[src/rtl/scoreboard_issue_ctrl.sv]
// Issue controller between decode and execute: per-register scoreboard,
// RAW stall, drain/serialize sequence and saturating stall counter.
module scoreboard_issue_ctrl #(
  parameter int NREG       = 8,
  parameter int RW         = 3,
  parameter int PIPE_DEPTH = 3,
  parameter int CNT_W      = 16
) (
  input  logic             clk,
  input  logic             reset,
  input  logic             dec_valid,
  input  logic [RW-1:0]    dec_rd,
  input  logic [RW-1:0]    dec_rs1,
  input  logic [RW-1:0]    dec_rs2,
  input  logic             dec_uses_rs2,
  input  logic             dec_writes_rd,
  input  logic             drain_req,
  output logic             dec_ready,
  output logic             issue,
  output logic [NREG-1:0]  busy_mask,
  output logic             drained,
  output logic [CNT_W-1:0] stall_cnt
);

  localparam int PW = $clog2(PIPE_DEPTH + 1);

  localparam logic [1:0] S_RUN   = 2'd0;
  localparam logic [1:0] S_DRAIN = 2'd1;
  localparam logic [1:0] S_DONE  = 2'd2;

  logic [1:0]            state_q, state_d;
  logic [PW-1:0]         pend_q [NREG];
  logic [PW-1:0]         pend_d [NREG];
  logic [PIPE_DEPTH-1:0] vld_q, vld_d;
  logic [RW-1:0]         rd_q [PIPE_DEPTH];
  logic [RW-1:0]         rd_d [PIPE_DEPTH];
  logic [NREG-1:0]       busy_q, busy_d;
  logic                  drained_q, drained_d;
  logic [CNT_W-1:0]      stall_q, stall_d;

  logic          hazard;
  logic          push;
  logic          ret_v;
  logic [RW-1:0] ret_rd;

  // hazard looks only at registered busy bits
  assign hazard = busy_q[dec_rs1] |
                  (dec_uses_rs2 & busy_q[dec_rs2]);

  assign dec_ready = (state_q == S_RUN) & ~hazard;
  assign issue     = dec_valid & dec_ready;
  assign push      = issue & dec_writes_rd;
  assign ret_v     = vld_q[PIPE_DEPTH-1];
  assign ret_rd    = rd_q[PIPE_DEPTH-1];

  assign busy_mask = busy_q;
  assign drained   = drained_q;
  assign stall_cnt = stall_q;

  always_comb begin
    for (int i = PIPE_DEPTH - 1; i > 0; i--) begin
      vld_d[i] = vld_q[i-1];
      rd_d[i]  = rd_q[i-1];
    end
    vld_d[0] = push;
    rd_d[0]  = dec_rd;
  end

  always_comb begin
    for (int i = 0; i < NREG; i++) begin
      pend_d[i] = pend_q[i];
      if (push && dec_rd == RW'(i))
        pend_d[i] = pend_d[i] + PW'(1);
      if (ret_v && ret_rd == RW'(i))
        pend_d[i] = pend_d[i] - PW'(1);
      busy_d[i] = (pend_d[i] != '0);
    end
  end

  always_comb begin
    state_d = state_q;
    unique case (1'b1)
      state_q == S_RUN:
        if (drain_req) state_d = S_DRAIN;
      state_q == S_DRAIN:
        if (busy_q == '0 && vld_q == '0)
          state_d = S_DONE;
      state_q == S_DONE:
        state_d = S_RUN;
      default:
        state_d = S_RUN;
    endcase
    drained_d = (state_d == S_DONE);
  end

  always_comb begin
    stall_d = stall_q;
    if (dec_valid && !dec_ready && stall_q != '1)
      stall_d = stall_q + CNT_W'(1);
  end

  always_ff @(posedge clk or negedge reset) begin
    if (!reset) begin
      state_q   <= S_RUN;
      vld_q     <= '0;
      busy_q    <= '0;
      drained_q <= 1'b0;
      stall_q   <= '0;
      for (int i = 0; i < NREG; i++)
        pend_q[i] <= '0;
      for (int i = 0; i < PIPE_DEPTH; i++)
        rd_q[i] <= '0;
    end else begin
      state_q   <= state_d;
      vld_q     <= vld_d;
      busy_q    <= busy_d;
      drained_q <= drained_d;
      stall_q   <= stall_d;
      for (int i = 0; i < NREG; i++)
        pend_q[i] <= pend_d[i];
      for (int i = 0; i < PIPE_DEPTH; i++)
        rd_q[i] <= rd_d[i];
    end
  end

endmodule

[config.mk]
export PLATFORM = sky130hd
export DESIGN_NAME = scoreboard_issue_ctrl
export DESIGN_NICKNAME = d
export VERILOG_FILES = /design/src/rtl/scoreboard_issue_ctrl.sv
export SDC_FILE = /design/constraint.sdc
export NUM_CORES = 1
export LEC_CHECK = 0
export ABC_AREA = 1
export BUFFER_PORTS_ARGS = -buffer_cell sky130_fd_sc_hd__buf_4
export CAP_MARGIN = 10
export CORE_UTILIZATION = 30
export DETAILED_ROUTE_END_ITERATION = 10
export SETUP_SLACK_MARGIN = 0.2
export SLEW_MARGIN = 20
export SYNTH_ARGS = -nofsm -noshare
export SYNTH_HDL_FRONTEND = slang
export SYNTH_SLANG_ARGS = --single-unit
[constraint.sdc]
create_clock -name clk -period 4.9 [get_ports clk]
set_clock_uncertainty 0.15 [all_clocks]
set_input_delay 0.735 -clock clk [delete_from_list [all_inputs] [get_ports clk]]
set_output_delay 0.735 -clock clk [all_outputs]
set_load 0.05 [all_outputs]
After elaboration in Yosys (flattened, before gate mapping)
Cells that the tools add are included.
Widths: inputs -> output; s select.
{"block": "word_totals", "reg_bits": 55, "word_cells": 114}
{"block": "op_classes", "n_bitwise": 6, "reduce_logical": 33, "n_eq_ne": 17, "muxes": 23, "n_addsub": 17, "n_lt_le_gt_ge": 2}
{"op": "$mux 2", "count": 18}
{"op": "$eq 3x3->1 const B", "count": 8}
{"op": "$logic_and 1x1->1", "count": 19}
{"op": "$add 16x1->16 const B", "count": 1}
{"op": "$add 2x1->2 const B", "count": 8}
{"op": "$ne 16x16->1 const B", "count": 1}
{"op": "$reduce_bool 2->1", "count": 8}
{"op": "$sub 2x1->2 const B", "count": 8}
{"op": "$eq 3x2->1 const B", "count": 4}
{"op": "$logic_not 3->1", "count": 3}
{"op": "$logic_not 8->1", "count": 1}
{"op": "$lt 3x4->1 const B", "count": 2}
{"op": "$bmux 1 s3", "count": 2}
{"op": "$eq 3x1->1 const B", "count": 2}
{"op": "$and 1x1->1", "count": 4}
{"op": "$pmux 2 s2", "count": 1}
{"op": "$eq 2x1->1 const B", "count": 1}
{"op": "$eq 2x2->1 const B", "count": 1}
{"op": "$logic_not 2->1", "count": 1}
{"op": "$mux 1", "count": 2}
{"op": "$logic_not 1->1", "count": 1}
{"op": "$not 1->1", "count": 1}
{"op": "$or 1x1->1", "count": 1}

Logic depth before layout (Yosys ltp)
{"block": "logic_depth", "ltp_word": 13, "depth_mapped": 15, "mapped_depth_nobuf": 14}

Worst setup path after synthesis
No wires, ideal clock.
{"block": "synth_timing", "kind": "input to output", "from": "input dec_rs1[0]", "to": "output issue", "cell_stages": 8, "slack_ns": 2.470, "required_time_ns": 4.015, "arrival_ns": 1.545, "n_path_buf": 1, "cell_sequence": "nand2_1 nand2_1 a21oi_1 nor2_1 nor2_2 nand2_2 nor2_4 buf_6"}
{"block": "synth_between", "elab_chain_len": 6}
{"item": "start, declared", "line_no": "13", "text": "input logic [RW-1:0] dec_rs1,"}
{"item": "$bmux 1 s3", "line_no": "47", "text": "assign hazard = busy_q[dec_rs1] |"}
{"item": "$mux 1 (not written as such)", "line_no": "47"}
{"item": "$or 1x1->1", "line_no": "47"}
{"item": "$not 1->1", "line_no": "50", "text": "assign dec_ready = (state_q == S_RUN) & ~hazard;"}
{"item": "$and 1x1->1", "line_no": "50"}
{"item": "$and 1x1->1", "line_no": "51", "text": "assign issue = dec_valid & dec_ready;"}
{"item": "end, declared", "line_no": "19", "text": "output logic issue,"}
No other way between the ends. The select of a mux whose other input is x is not followed.

Final worst setup path
Ends and elaborated chain as after synthesis.

==> summary.txt <==
Final non-filler cell total = 557
Critical Path RT = 4.01 ns
Met1 wire length = 3.05 mm
GR Overflow Total = 0
Post-synthesis sequential area ratio = 46.7%
Std cell rows = 35
Metal2 WL = 2.90 mm
RD Place Congestion = 0.823
Worst hold path type = reg2reg
DRC viols = 0
FFs w/ async S/R, synth = 100%
Fin crit share = 61.8%
R2R cell count = 12
WL met3 = 233 um
Reg-to-reg slack, setup = 2.60 ns
First-pass GRT wire length = 10.4 mm
Setup Viol. Count Final = 0
CP Launch Type = primary input
Worst slew pin tran = 0.696 ns
Power per Cell Area = 360 nW/um^2
Hold EP = rd_d[2]$_DFF_PN0_
Most common library cells after synthesis = nand2_1 (116), inv_1 (57), dfrtp_1 (55), nor2_1 (40), nand3_1 (36)
Max-cap violations = 0
I/O Buffers = 41
Post-CTS Resized = 0
Reg2reg start = busy_mask[3]$_DFF_PN0_
Clk_lat worst skew = 0.30 ns
Routed WL = 6.27 mm
Layout cells sized above 1 = 15.2%
Starting Density = 31.4%
Top Metal Used = met4
Die X = 101 um
Max IR drop VDD = 117 uV
Vias per cell = 4.40
Ys flop type = dfrtp_1
Via Count = 2450
Number of hold violations in the final report = 0
Synthesized area = 2940 sq um
Worst hold path depth = 0
Initial antenna violation count = 0
F_max = 330 MHz
IO Count = 42
Min Tclk post-route = 3.03 ns
Setup Fix Bufs, Post-CTS = 0
Total GRT Usage = 13.1%
Post-DP HPWL = 4.76 mm
Critical Path Sink Type = primary output
CP arrival = 2.14 ns
Post-CTS Hold Fix Bufs = 0
Post-synth top area share = 46.7%
Largest net degree at the start of global routing = 56
Slew HR = 53.6%
Clock Path Buffers = 2
Core box area = 9370 sq um
Worst R2R End = busy_mask[2]$_DFF_PN0_
Htree depth = 2
CTS tree = done
EDFF count, synth = 0
Synth warnings = 0
Average cell area after synthesis = 7.67 sq um
CP Max Fanout = 25
Syn Nets = 400
Dominant cells by area after synthesis = dfrtp_1 (47%), nand2_1 (15%), inv_1 (7.3%), nand3_1 (6.1%), xor2_1 (5.4%)
Setup TNS = 0 ns
Vias in the first global route = 2310
Synth cell types = 25
# placed instances = 549
Antenna-violating nets left = 0
Most common cell in the netlist = nand2_1
RSZ-0062 raised after global routing = no
Root Buffer = clkbuf_8
Area grow syn2layout = 18.2%
# nets final = 443
1st-pass router iterations = 4
Setup Crit Path Kind = in2out
CTS sink cnt = 55
Area leader, netlist = dfrtp_1
Critical path origin = dec_rs1[0]
Clock Pin Slew Worst Setup and Hold Paths = 0.09 ns
# diodes = 0
Per-cell routed wire length = 11.3 um
Iteration-0 DRC Markers = 96
Seq cells post-synth = 55
Die area = 10200 sq um
Status = completed
Hold path startpoint = rd_d[5]$_DFF_PN0_
Synth Instances = 384
Die Ht = 101 um
Leak = 1.77 nW
Slew Viols, Final = 0
Fill cells = 991
Cts bufs inserted = 5
[area by class of cell]
| class | instances | area, sq um | area share, % |
|---|---|---|---|
| clock inverter | 1 | 7.51 | 0.216 |
| sequential | 55 | 1380 | 39.6 |
| clock buffer | 7 | 96.3 | 2.77 |
| inverter | 59 | 221 | 6.36 |
| timing repair buffer | 41 | 308 | 8.85 |
| multi-input combinational | 265 | 1310 | 37.6 |
| tap | 129 | 161 | 4.64 |
[registers in the layout, indices dropped and copies added (netlist names)]
name,flops
pend_q,16
stall_cnt,16
busy_mask,8
rd_d,6
ret_rd,3
vld_q,3
state_q,2
drained,1
[power breakdown]
group	internal, mW	switching (mW)	leakage [nW]
clock	0.129	0.146	0.0505
sequential	0.515	0.0626	0.648
combinational	0.121	0.280	1.07
total	0.765	0.489	1.77
[cell usage in the layout, fill, tap and decap left out]
cell        synthesis  routed
clkinvlp_4          0       1
nor2_1             40      40
inv_1              57      57
nand4_1            20      20
nor3_1              5       5
nor4_1              3       3
nor2_4              1       1
nand2_1           116     116
a21oi_1             1       1
and2_1              1       1
xor2_1             18      18
clkbuf_8            0       7
nor4_4              1       1
nor2_2              4       4
dfrtp_1            55      55
inv_2               2       2
nand3_1            36      36
nand3_2             4       4
buf_4               0      41
ha_1                1       1
o21ai_0             4       4
nand2_2             4       4
nand3b_1            1       1
nor3b_1             1       1
xnor2_1             4       4
[critical path: stages]
cell and delay (ns):
buf_4 0.13, nand2_1 0.06, nand2_1 0.04, a21oi_1 0.10, nor2_1 0.06, nor2_2 0.11, nand2_2 0.11, nor2_4 0.47
buf_4 0.30
[cell families after synthesis]
| group | share of synthesized area, % |
|---|---|
| adders and majority gates | 0.425 |
| buffers and inverters | 8.80 |
| AOI/OAI and AO/OA | 0.850 |
| and+or+nand+nor | 36.6 |
| xor gates and xnor gates | 6.54 |
| DFF | 46.7 |
[how the worst max path moves through the flow]
stage          cells after the start    end
2_1_floorplan                      8  issue
3_3_place_gp                       9  issue
3_5_place_dp                       9  issue
4_1_cts                            9  issue
5_1_grt                           10  issue
6_report                           9  issue
[stage by stage]
stage | cell area [sq um] | util [%] | hold WS, ns | total power, mW | setup WS (ns)
finish | 3480 | 37.1 | 0.206 | 1.25 | 1.87
detailed placement | 3380 | 36.0 | 0.185 | 0.991 | 1.88
global placement | 3380 | 36.0 | 0.182 | 0.983 | 1.90
CTS | 3480 | 37.1 | 0.208 | 1.27 | 1.88
global route | 3480 | 37.1 | 0.208 | 1.34 | 1.75
floorplan | 2940 | - | 0.181 | 0.862 | 2.47
[per-layer routing]
metal  vias to the layer above  track usage, %
li1                       1285               -
met1                      1118            17.3
met2                        39            21.1
met3                         8            2.50
met4                         0            5.02
met5                         -               0
Note: power is estimated with default switching activity, not from simulation.
